File: src/rtl/bus_arbiter.sv
// bus_arbiter: shares the asynchronous-read memory bus between the CPU core
// and a DMA/debug loader port. It stretches accesses to the slow region with
// wait states and separates every change of bus master with a dead cycle.
module bus_arbiter #(
    parameter logic [15:0] SLOW_BASE     = 16'hC000,
    parameter int          SLOW_WAIT     = 2,
    parameter int          DMA_MAX_BURST = 16
) (
    input  logic        clk_in,
    input  logic        reset,
    input  logic        cpu_READ_write,
    input  logic [15:0] cpu_address,
    input  logic [7:0]  cpu_data_out,
    output logic [7:0]  cpu_data_in,
    output logic        cpu_rdy,
    input  logic        dma_req,
    input  logic        dma_READ_write,
    input  logic [15:0] dma_address,
    input  logic [7:0]  dma_wdata,
    output logic        dma_gnt,
    output logic        dma_ack,
    output logic [7:0]  dma_rdata,
    output logic [15:0] mem_address,
    output logic [7:0]  mem_wdata,
    output logic        mem_we,
    output logic        mem_cs,
    input  logic [7:0]  mem_rdata
);

    localparam int WAIT_W  = $clog2(SLOW_WAIT + 1);
    localparam int BURST_W = $clog2(DMA_MAX_BURST + 1);
    localparam logic [WAIT_W-1:0]  WAIT_DONE  = WAIT_W'(SLOW_WAIT);
    localparam logic [BURST_W-1:0] BURST_LAST = BURST_W'(DMA_MAX_BURST - 1);

    typedef enum logic [1:0] {
        CPU_OWN  = 2'd0,
        HANDOVER = 2'd1,
        DMA_OWN  = 2'd2,
        RELEASE  = 2'd3
    } state_t;

    state_t               state_r;
    state_t               state_next_s;
    logic [WAIT_W-1:0]    wait_cnt_r;
    logic [BURST_W-1:0]   burst_cnt_r;
    logic                 starve_r;

    logic                 cpu_active_s;
    logic                 dma_active_s;
    logic [15:0]          sel_addr_s;
    logic [7:0]           sel_wdata_s;
    logic                 sel_rw_s;
    logic                 slow_s;
    logic                 wait_met_s;
    logic                 cpu_done_s;
    logic                 dma_done_s;
    logic                 last_beat_s;
    logic                 master_change_s;

    // Addresses at or above the slow base need wait states.
    function automatic logic is_slow(input logic [15:0] addr);
        return (addr >= SLOW_BASE);
    endfunction

    // Select the active master's request and decide whether it completes now.
    always_comb begin
        cpu_active_s = (state_r == CPU_OWN);
        dma_active_s = (state_r == DMA_OWN);
        if (dma_active_s) begin
            sel_addr_s  = dma_address;
            sel_wdata_s = dma_wdata;
            sel_rw_s    = dma_READ_write;
        end else begin
            sel_addr_s  = cpu_address;
            sel_wdata_s = cpu_data_out;
            sel_rw_s    = cpu_READ_write;
        end
        slow_s = is_slow(sel_addr_s);
        if (slow_s) begin
            wait_met_s = (wait_cnt_r == WAIT_DONE);
        end else begin
            wait_met_s = 1'b1;
        end
        cpu_done_s      = cpu_active_s && wait_met_s;
        // A dropped request abandons the beat, even one whose wait has elapsed.
        dma_done_s      = dma_active_s && dma_req && wait_met_s;
        last_beat_s     = dma_done_s && (burst_cnt_r == BURST_LAST);
        master_change_s = (state_next_s != state_r);
    end

    // FSM state register.
    always_ff @(posedge clk_in or posedge reset) begin
        if (reset) begin
            state_r <= CPU_OWN;
        end else begin
            state_r <= state_next_s;
        end
    end

    // FSM next-state logic: grants only on completing CPU reads, so writes never split.
    always_comb begin
        state_next_s = state_r;
        case (state_r)
            CPU_OWN: begin
                if (dma_req && cpu_READ_write && cpu_done_s && !starve_r) begin
                    state_next_s = HANDOVER;
                end else begin
                    state_next_s = CPU_OWN;
                end
            end
            HANDOVER: begin
                state_next_s = DMA_OWN;
            end
            DMA_OWN: begin
                if (!dma_req || last_beat_s) begin
                    state_next_s = RELEASE;
                end else begin
                    state_next_s = DMA_OWN;
                end
            end
            RELEASE: begin
                state_next_s = CPU_OWN;
            end
            default: begin
                state_next_s = CPU_OWN;
            end
        endcase
    end

    // FSM outputs: strobes follow the owning master, dead cycles keep the bus idle.
    always_comb begin
        cpu_rdy     = cpu_done_s;
        dma_ack     = dma_done_s;
        dma_gnt     = dma_active_s;
        mem_cs      = cpu_active_s || dma_active_s;
        mem_we      = !sel_rw_s && (cpu_done_s || dma_done_s) && !reset;
        mem_address = sel_addr_s;
        mem_wdata   = sel_wdata_s;
        cpu_data_in = mem_rdata;
        dma_rdata   = mem_rdata;
    end

    // Wait-state counter for slow accesses; restarts on completion or master change.
    always_ff @(posedge clk_in or posedge reset) begin
        if (reset) begin
            wait_cnt_r <= {WAIT_W{1'b0}};
        end else if (master_change_s || !(cpu_active_s || dma_active_s) || !slow_s
                     || cpu_done_s || dma_done_s) begin
            wait_cnt_r <= {WAIT_W{1'b0}};
        end else begin
            wait_cnt_r <= wait_cnt_r + WAIT_W'(1);
        end
    end

    // Beats granted in the current DMA tenure.
    always_ff @(posedge clk_in or posedge reset) begin
        if (reset) begin
            burst_cnt_r <= {BURST_W{1'b0}};
        end else if (state_r == HANDOVER) begin
            burst_cnt_r <= {BURST_W{1'b0}};
        end else if (dma_done_s) begin
            burst_cnt_r <= burst_cnt_r + BURST_W'(1);
        end else begin
            burst_cnt_r <= burst_cnt_r;
        end
    end

    // Starvation guard: after a full burst the CPU must complete one access first.
    always_ff @(posedge clk_in or posedge reset) begin
        if (reset) begin
            starve_r <= 1'b0;
        end else if (last_beat_s) begin
            starve_r <= 1'b1;
        end else if (cpu_done_s) begin
            starve_r <= 1'b0;
        end else begin
            starve_r <= starve_r;
        end
    end

endmodule

File: config.mk
export PLATFORM = sky130hd
export DESIGN_NAME = bus_arbiter
export DESIGN_NICKNAME = d
export VERILOG_FILES = /design/src/rtl/bus_arbiter.sv
export SDC_FILE = /design/constraint.sdc
export NUM_CORES = 1
export LEC_CHECK = 0
export ABC_CLOCK_PERIOD_IN_PS = 2200
export CORE_MARGIN = 4
export CORE_UTILIZATION = 30
export DETAILED_ROUTE_END_ITERATION = 8
export GPL_TIMING_DRIVEN = 0
export PLACE_DENSITY = 0.92
export SLEW_MARGIN = 30
export SYNTH_ARGS = -nofsm -noshare
export SYNTH_HDL_FRONTEND = slang
export SYNTH_SLANG_ARGS = --single-unit
File: constraint.sdc
create_clock -name clk_in -period 2.2 [get_ports clk_in]
set_input_delay 0.44 -clock clk_in [delete_from_list [all_inputs] [get_ports clk_in]]
set_output_delay 0.44 -clock clk_in [all_outputs]
set_load 0.005 [all_outputs]
==> results.md, run 1 <==
- Num CTS Buffers: 3
- Die Width: 68.31 um
- FF+latch area: 250.2 um2
- Post-synth ARST share: 100.0%
- Pleak: 1.040 nW
- Hold_buf cts: 0
- Core Region: 0.003416 mm2
- Top Layer Used: met4
- Worst EP arrival: 1.73 ns
- Buffers on Ports: 97
- Max Clock Skew: 0.005187 ns
- FF-to-FF Start: burst_cnt_r[0]$_DFFE_PP0P_
- Number of clock sinks: 10
- Crit path kind: reg2out
- Layout cell share with drive strength beyond 1: 36.00%
- WL per Instance: 16.58 um
- Drt pass-1 iters: 4
- Non-filler cells, final: 271
- Post-synthesis cell area: 0.001091 mm2
- HPWL after DPL: 3455 um
- First-pass GRT wire length: 6327 um
- WL final: 4492 um
- Worst Tran Pin Value: 0.4480 ns
- Synth top area share: 24.77%
- Die area: 0.004666 mm2
- Ys flop type: dfrtp_1
- Seq/Total Area, Yosys: 22.94%
- Max incr delay on CP: 0.40 ns
- Largest net degree at the start of global routing: 11
- Number of global-route vias before repair: 1295
- Worst reg2reg path depth: 7
- Slowest CP cell: dfrtp_1
- Nets@finish: 294
- DRC errors left: 0
- Clock root cell: clkbuf_4
- Crit path capture type: primary output
- Area Growth Syn to Fin: 111.2%
- Worst hold path class: reg2reg
- Crit path launch: state_r[1]$_DFF_PP0_
- DP Worst Slack: -0.3754 ns
- Average cell area after synthesis: 9.571 um2
- Clock insertion delay at the later pin of the skew report: 0.26 ns
- Final Worst Setup Slack: 0.03442 ns
- Worst-path fanout max: 7
- N_diodes: 0
- Critical Path Sink: mem_we
- Most instantiated cells after synthesis: 24 x mux2_2, 17 x buf_4, 10 x dfrtp_1
- Most used cell, CP: nor2_1
- Required time worst endpoint: 1.76 ns
- Syn nets: 181
- R2r endpoint: wait_cnt_r[0]$_DFF_PP0_
- Flop-to-flop setup slack: 0.46 ns
- Levels on crit path: 8
- Gr ovfl total: 0
- EDFF count, synth: 0
- Post-DRT Antenna Nets: 0
- Pwr Total: 0.002199 W
- Placed cell count: 257
- Crit-path leading delay family: buffers and inverters
- PwrDens: 954.1 mW/mm2
- Slew Limit Fails: 0
- Fillers: 274
- H-Tree Depth: 1
- Final min period: 2.166 ns
- VDD IR max: 404.8 uV
- Leading area contributor after synthesis: mux2_2
- Via density: 4.745
- Slew Limit Headroom: 69.82%
- Critical path cell sequence: buf_4, inv_1, ha_4, nor2_1, nor2_1, a21oi_2, nor4_4, buf_2
- Routed wl met2: 2442 um
- M1 wire length: 1535 um
- Site row count: 21
- Initial Util: 31.94%
- Initial DRC count: 43
- Total Routing Usage GR: 18.13%
- Synth cell types: 30
- Tcrit/Tclk final: 98.44%
- Initial antenna violation count: 0
- GPL Wtd Cong: 0.7854
- Warnings, synthesis: 0
- Ports: 106
- Chip Height: 68.31 um
- Met3 WL: 417 um
- Cells after synthesis: 114
- CTS tree: yes
- Maxcap violations: 0
- Max Clk Rate: 461.8 MHz
- Clk slew on worst S/H paths: 0.06 ns
- Max Root-Sink Buffers: 2
- Via Count: 1286
- Outcome: completed
- Endpoints failing setup: 0
- Final Hold Fails: 0
- Ranking of synthesized cells by area: mux2_2 25%, dfrtp_1 23%, buf_4 12%
- Worst path buffer plus inverter count: 3
- Top-count cell post-synth: mux2_2
- #FFs+latches synth: 10
- Type of origin of the critical path: flop
- RSZ-0062 raised after global routing: yes
- Area of the multi-input gates: 726.9 um2
[cell families after synthesis]
group / count (synthesis) / share of synthesized area, %
AO/OA/AOI/OAI: 7 / 5.274
multiplexers: 27 / 27.52
XOR/XNOR: 4 / 3.212
AND/OR/NAND/NOR: 31 / 17.32
flip-flops: 10 / 22.94
buffers and inverters: 29 / 16.86
adder cells (fa/ha/maj): 6 / 6.881
[tightest hold or removal path, stage by stage, from the launching register on]
cell     delay [ns]
dfrtp_1        0.36
inv_1          0.07
o21ai_0        0.08
[area by class of cell]
type	instances	share of cell area (%)
well taps	46	2.497
plain buffers	20	7.492
multi-input cells	75	31.54
repair buffers	109	45.33
inverters	8	1.303
flip-flops and latches	10	10.86
clock buffers	3	0.9772
[worst min-delay path by stage]
stage / start / to / slack [ns] / cells past startpoint
2_1_floorplan: reset / burst_cnt_r[0]$_DFFE_PP0P_ / 0.28 / 1
3_3_place_gp: burst_cnt_r[3]$_DFFE_PP0P_ / burst_cnt_r[3]$_DFFE_PP0P_ / 0.52 / 2
3_5_place_dp: burst_cnt_r[3]$_DFFE_PP0P_ / burst_cnt_r[3]$_DFFE_PP0P_ / 0.53 / 2
4_1_cts: reset / wait_cnt_r[1]$_DFF_PP0_ / 0.52 / 2
5_1_grt: starve_r$_DFFE_PP0P_ / starve_r$_DFFE_PP0P_ / 0.57 / 2
6_report: starve_r$_DFFE_PP0P_ / starve_r$_DFFE_PP0P_ / 0.54 / 2
[stage by stage]
step	cell area, um2	setup TNS (ns)	hold slack, ns	util, %
final	2305	0	0.5407	67.47
after detailed placement	2120	-5.560	0.5300	62.05
after global placement	2120	-5.284	0.5202	62.05
after global routing	2305	-0.09061	0.5665	67.47
after floorplan	1091	0	0.2802	-
after CTS	2227	-0.3562	0.5173	65.20
[power by group]
group	internal (W)	leakage [nW]	switching, W
registers	0.000247	0.131	0.0000452
logic	0.00108	0.895	0.000705
clock network	0.0000631	0.0138	0.0000595
total	0.00139	1.04	0.000810
[cells in the final DEF, fill, tap and decap left out, types with 2 or more instances in the layout]
cell	netlist	final
nor2_1	8	8
nand2_1	2	2
ha_1	6	3
o21ai_0	3	3
buf_4	17	26
mux2_2	24	23
inv_2	0	2
mux2i_1	3	3
nand4_1	4	4
nand4b_1	2	2
xor2_1	2	2
clkdlybuf4s15_1	0	9
ha_4	0	2
and3_1	4	4
dlygate4sd2_1	0	13
buf_2	3	4
dfrtp_1	10	10
clkdlybuf4s50_1	0	67
dlymetal6s2s_1	0	2
clkbuf_4	0	3
xnor2_1	2	2
inv_1	8	6
buf_8	0	3
buf_6	1	2
clkbuf_2	0	2
nand3_1	2	2
[sequential cells by signal, summed over array words and instances, names as in the netlist]
| name | flops |
|---|---|
| wait_cnt_r | 2 |
| starve_r | 1 |
| burst_cnt_r | 5 |
| state_r | 2 |
[per-layer routing]
metal	global-route usage [%]	up-vias
met4	3.970	0
met1	18.38	609
met3	4.105	10
li1	-	604
met5	0	-
met2	36.70	63
[timing repair]
item,CTS,global route
gates cloned,1,1
pin swaps,2,2
setup buffers,7,3
gates resized for setup,66,16
endpoints found under the setup margin,28,27
endpoints found under the hold margin,0,0
No activity file was read; power rests on OpenSTA's default activity.
==> run 2: changes to the inputs <==
Settings changed: PLACE_DENSITY 0.92 to unset, PLACE_DENSITY_LB_ADDON set to 0.05.
==> run 2 against run 1 <==
Compared with the run above:
- the run now ends with negative setup slack left
- design area rose by 4.5%
- via count up 3.8%
- first-iteration DRC count is 42% lower
- largest cell class unchanged
==> results.md, run 2 (synthesized netlist as in run 1, its figures left out) <==
- Hold WS: 0.5138 ns (-0.02683 ns)
- DRC errors left: 0 (unchanged)
- Endpoints failing setup: 5 (+5)
- Initial antenna violation count: 0 (unchanged)
- PwrDens: 1056 mW/mm2 (+11%)
- Crit-path leading delay family: buffers and inverters
- Post-layout util: 70.51% (+3.0 points)
- Final Hold Fails: 0 (unchanged)
- Type of origin of the critical path: flop
- Largest registers: burst_cnt_r (5), state_r (2), wait_cnt_r (2)
- CTS tree: yes
- Worst Tran Pin Value: 0.5373 ns (+0.08930 ns)
- Non-filler cells, final: 283 (+4.4%)
- VDD IR max: 673.4 uV (+66%)
- Worst EP arrival: 1.82 ns (+0.09 ns)
- Worst reg2reg path depth: 6 (-1)
- Pwr Total: 0.002544 W (+16%)
- Required time worst endpoint: 1.76 ns (about the same)
- Reg with most FFs: burst_cnt_r
- Via density: 4.717 (-0.59%)
- GPL Wtd Cong: 0.7071 (-10%)
- Critical path cell sequence: ha_4, buf_8, buf_8, buf_6, buf_12, mux2_4, buf_6
- Clk slew on worst S/H paths: 0.07 ns (about the same)
- Placed standard-cell area: 0.002120 mm2 (unchanged)
- Drt pass-1 iters: 4 (unchanged)
- Number of clock sinks: 10 (unchanged)
- Max Clk Rate: 443.3 MHz (-4.0%)
- Max Clock Skew: 0.004666 ns (-0.0005213 ns)
- Initial Util: 31.94% (unchanged)
- Placed cell count: 257 (unchanged)
- Worst-path fanout max: 7 (unchanged)
- Crit path capture type: primary output
- Most frequent cells in the layout: 68 x clkdlybuf4s50_1, 32 x buf_4, 15 x mux2_2, 14 x buf_6
- Total Routing Usage GR: 18.44% (+0.31 points)
- Num CTS Buffers: 3 (unchanged)
- Site row count: 21 (unchanged)
- Number of global-route vias before repair: 1312 (+1.3%)
- Levels on crit path: 7 (-1)
- Via Count: 1335 (+3.8%)
- Final Worst Setup Slack: -0.05601 ns (-0.09043 ns)
- Crit path kind: reg2out
- HPWL after DPL: 3360 um (-2.8%)
- Worst hold path class: in2async
- Hold_buf cts: 0 (unchanged)
- Clock insertion delay at the later pin of the skew report: 0.26 ns (about the same)
- Layout cell share with drive strength beyond 1: 44.73% (+8.7 points)
- Largest net degree at the start of global routing: 11 (unchanged)
- WL final: 4407 um (-1.9%)
- Commonest non-fill, non-tap cell in the layout: clkdlybuf4s50_1
- Max Root-Sink Buffers: 2 (unchanged)
- Nets@finish: 305 (+3.7%)
- Worst path buffer plus inverter count: 5 (+2)
- Failing checks: negative setup slack
- Slowest CP cell: dfrtp_2
- Pleak: 1.127 nW (+8.4%)
- Core Region: 0.003416 mm2 (unchanged)
- Chip Height: 68.31 um (unchanged)
- Tcrit/Tclk final: 102.5% (+4.1 points)
- H-Tree Depth: 1 (unchanged)
- Die area: 0.004666 mm2 (unchanged)
- Slew Limit Headroom: 63.80% (-6.0 points)
- Gr ovfl total: 0 (unchanged)
- First-pass GRT wire length: 6568 um (+3.8%)
- Ports: 106 (unchanged)
- Outcome: finished, violations left
- Fillers: 258 (-5.8%)
- Initial DRC count: 25 (-42%)
- Die Width: 68.31 um (unchanged)
- Area Growth Syn to Fin: 120.8%
- WL per Instance: 15.57 um (-6.1%)
- Buffers on Ports: 97 (unchanged)
- Final Cell Area: 0.002409 mm2 (+4.5%)
- Clock root cell: clkbuf_4
- Maxcap violations: 0 (unchanged)
- RSZ-0062 raised after global routing: yes
- Final min period: 2.256 ns (+0.09043 ns)
- Post-DRT Antenna Nets: 0 (unchanged)
- Max FFs per register: 5 (unchanged)
- N_diodes: 0 (unchanged)
- Slew Limit Fails: 0 (unchanged)
- Max incr delay on CP: 0.44 ns (+0.04 ns)
## run 2: cell types whose count changed in the layout (fill, tap and decap cells not counted), sizes merged
cell | previous run | this run
clkdlybuf4s50 | 67 | 68
buf | 35 | 60
clkbuf | 6 | 9
dlygate4sd2 | 13 | 6
dlymetal6s2s | 2 | 1
clkdlybuf4s15 | 9 | 0
## run 2: cell type report
| cell class | count | area (um2) | area share, % |
|---|---|---|---|
| sequential | 10 | 251.5 | 10.44 |
| multi-input combinational | 75 | 719.4 | 29.87 |
| timing repair buffer | 120 | 1141 | 47.38 |
| inverter | 8 | 30.03 | 1.247 |
| buffer | 20 | 172.7 | 7.169 |
| clock buffer | 4 | 36.28 | 1.506 |
| tap | 46 | 57.56 | 2.390 |
## run 2: power breakdown
part           switching (W)  leakage (nW)  internal (W)
logic               0.000753         0.976       0.00133
registers          0.0000451         0.130      0.000248
clock network      0.0000671        0.0210      0.000100
total               0.000865          1.13       0.00168
## run 2: metrics by stage
| step | setup slack, ns | setup TNS [ns] |
|---|---|---|
| floorplan | 0.2435 | 0 |
| global placement | -0.3605 | -5.097 |
| detailed placement | -0.4127 | -5.728 |
| CTS | -0.1394 | -0.7825 |
| global route | -0.1231 | -0.8857 |
| finish | -0.05601 | -0.2247 |
## run 2: metal layers
| layer | wire, um | global-route usage, % |
|---|---|---|
| met4 | 26 | 2.233 |
| met1 | 1748 | 22.06 |
| met2 | 2158 | 34.06 |
| met5 | 0 | 0 |
| met3 | 474 | 4.269 |
## run 2: worst paths after layout
kind                                            startpoint                          to  slack [ns]
worst max-delay path                  state_r[1]$_DFF_PP0_              mem_address[5]       -0.06
worst min-delay path                                 reset        starve_r$_DFFE_PP0P_        0.51
worst max register to register        state_r[1]$_DFF_PP0_     wait_cnt_r[1]$_DFF_PP0_        0.46
worst min register to register  burst_cnt_r[3]$_DFFE_PP0P_  burst_cnt_r[3]$_DFFE_PP0P_        0.54
max in group asynchronous                            reset        state_r[1]$_DFF_PP0_        1.38
min in group clk_in             burst_cnt_r[3]$_DFFE_PP0P_  burst_cnt_r[3]$_DFFE_PP0P_        0.54
## run 2: repair_timing
item,in CTS,in global routing
pin swaps,2,4
buffers inserted,18,5
endpoints found under the setup margin,28,27
resized for setup,115,15
cloned,0,0
==> run 3: changes to the inputs <==
Settings changed: CORE_UTILIZATION 30 to 50, DONT_BUFFER_PORTS set to 1.
==> run 3 against run 2 <==
Compared with the run above:
- the flow now finishes without violations
- total power fell by 42%
- final cell count fell by 48%
- clock skew about the same
- worst hold slack got worse by 0.47 ns
- sequential power about the same
- worst setup slack gained 0.16 ns
- sequential share of layout area grew 10 points
==> results.md, run 3 (synthesized netlist as in run 1, its figures left out) <==
- Outcome: completed
- Die Width: 54.71 um (-20%)
- Die area: 0.002993 mm2 (-36%)
- GPL Wtd Cong: 0.7348 (+3.9%)
- Post-DRT Antenna Nets: 0 (unchanged)
- Worst-path fanout max: 10 (+3)
- Final Worst Setup Slack: 0.1087 ns (+0.1647 ns)
- WL final: 2619 um (-41%)
- Type of origin of the critical path: flop
- Post-layout util: 59.59% (-11 points)
- Maxcap violations: 0 (unchanged)
- Required time worst endpoint: 1.76 ns (about the same)
- Fillers: 178 (-31%)
- Initial DRC count: 0 (-100%)
- Endpoints failing setup: 0 (-5)
- Tcrit/Tclk final: 95.06% (-7.5 points)
- DP Worst Slack: 0.07039 ns (+0.4831 ns)
- Largest net degree at the start of global routing: 11 (unchanged)
- Total Routing Usage GR: 15.51% (-2.9 points)
- Max Root-Sink Buffers: 2 (unchanged)
- Setup TNS Final: 0 ns (+0.2247 ns)
- VDD IR max: 852.9 uV (+27%)
- N_diodes: 0 (unchanged)
- Final min period: 2.091 ns (-0.1647 ns)
- HPWL after DPL: 2282 um (-32%)
- RSZ-0062 raised after global routing: no
- Final Hold Fails: 0 (unchanged)
- Crit path capture type: primary output
- Most frequent cells in the layout: 24 x mux2_2, 17 x buf_4, 10 x dfrtp_1, 8 x nor2_1, 7 x inv_1
- Slew Limit Headroom: 69.52% (+5.7 points)
- Via Count: 840 (-37%)
- Initial Util: 53.96% (+22 points)
- PwrDens: 1234 mW/mm2 (+17%)
- Layout cell share with drive strength beyond 1: 49.58% (+4.9 points)
- Worst hold path class: in2async
- Final Cell Area: 0.001205 mm2 (-50%)
- CTS tree: yes
- Reg with most FFs: burst_cnt_r
- Slew Limit Fails: 0 (unchanged)
- Max Clock Skew: 0.004691 ns (+0.00002509 ns)
- DRC errors left: 0 (unchanged)
- Gr ovfl total: 0 (unchanged)
- Via density: 5.753 (+22%)
- Number of global-route vias before repair: 717 (-45%)
- Initial antenna violation count: 0 (unchanged)
- Drt pass-1 iters: 1 (-3)
- Placed standard-cell area: 0.001125 mm2 (-47%)
- Worst Tran Pin Value: 0.4524 ns (-0.08481 ns)
- Buffers on Ports: 0 (-100%)
- WL per Instance: 17.94 um (+15%)
- Num CTS Buffers: 3 (unchanged)
- Pleak: 0.5495 nW (-51%)
- Worst EP arrival: 1.65 ns (-0.17 ns)
- Largest registers: burst_cnt_r (5), state_r (2), wait_cnt_r (2)
- H-Tree Depth: 1 (unchanged)
- Commonest non-fill, non-tap cell in the layout: mux2_2
- Crit path kind: reg2out
- Max FFs per register: 5 (unchanged)
- Nets@finish: 187 (-39%)
- First-pass GRT wire length: 3305 um (-50%)
- Chip Height: 54.71 um (-20%)
- Ports: 106 (unchanged)
- Clock root cell: clkbuf_4
- Clk slew on worst S/H paths: 0.07 ns (about the same)
- Clock insertion delay at the later pin of the skew report: 0.26 ns (about the same)
- Core Region: 0.002022 mm2 (-41%)
- Number of clock sinks: 10 (unchanged)
- Site row count: 16 (-24%)
- Pwr Total: 0.001487 W (-42%)
- Area Growth Syn to Fin: 10.44%
- Hold_buf cts: 0 (unchanged)
- Max Clk Rate: 478.2 MHz (+7.9%)
## run 3: per-stage QoR
stage / cells / hold WS [ns]
floorplan: 114 / 0.2802
global placement: 141 / 0.3436
detailed placement: 141 / 0.3468
CTS: 146 / 0.05541
global route: 146 / 0.07074
finish: 146 / 0.04455
## run 3: critical path, stage by stage, from the launching register on
cell and delay (ns):
dfrtp_1 0.39, inv_2 0.09, ha_4 0.15, buf_6 0.12, buf_8 0.14, buf_8 0.14
mux2_2 0.35
## run 3: timing repair
item,CTS,global route
resized for setup,5,4
pin swaps,0,0
endpoints found under the setup margin,20,20
buffers inserted,1,0
hold endpoints to repair,0,0
gates cloned,0,0
## run 3: worst paths after layout
| kind | from | to | slack, ns | cells past startpoint |
|---|---|---|---|---|
| worst max-delay path | state_r[0]$_DFF_PP0_ | mem_address[7] | 0.11 | 6 |
| worst min-delay path | reset | wait_cnt_r[0]$_DFF_PP0_ | 0.04 | 1 |
| worst max register to register | state_r[1]$_DFF_PP0_ | wait_cnt_r[0]$_DFF_PP0_ | 0.53 | 6 |
| worst min register to register | starve_r$_DFFE_PP0P_ | starve_r$_DFFE_PP0P_ | 0.54 | 2 |
| max in group asynchronous | reset | state_r[1]$_DFF_PP0_ | 1.87 | 1 |
| min in group clk_in | dma_req | state_r[0]$_DFF_PP0_ | 0.41 | 3 |
## run 3: power breakdown
part / switching [W] / total [W] / internal [W]
Clock: 0.0000631 / 0.000164 / 0.000100
Combinational: 0.000497 / 0.00103 / 0.000534
Sequential: 0.0000452 / 0.000292 / 0.000247
## run 3: layout make-up
cell class,count,area [um2],share of cell area (%)
sequential,10,250.2,20.77
clock buffer,4,36.28,3.011
timing repair buffer,1,7.507,0.6231
tap,27,33.78,2.804
multi-input combinational,75,675.6,56.07
inverter,8,30.03,2.492
buffer,21,171.4,14.23
## run 3: routing by layer
layer / GRT usage (%) / vias to the layer above / share of wire, %
li1: - / 397 / -
met1: 14.93 / 388 / 35
met2: 32.09 / 51 / 55
met3: 3.270 / 4 / 9.2
met4: 3.734 / 0 / 0.73
met5: 0 / - / 0
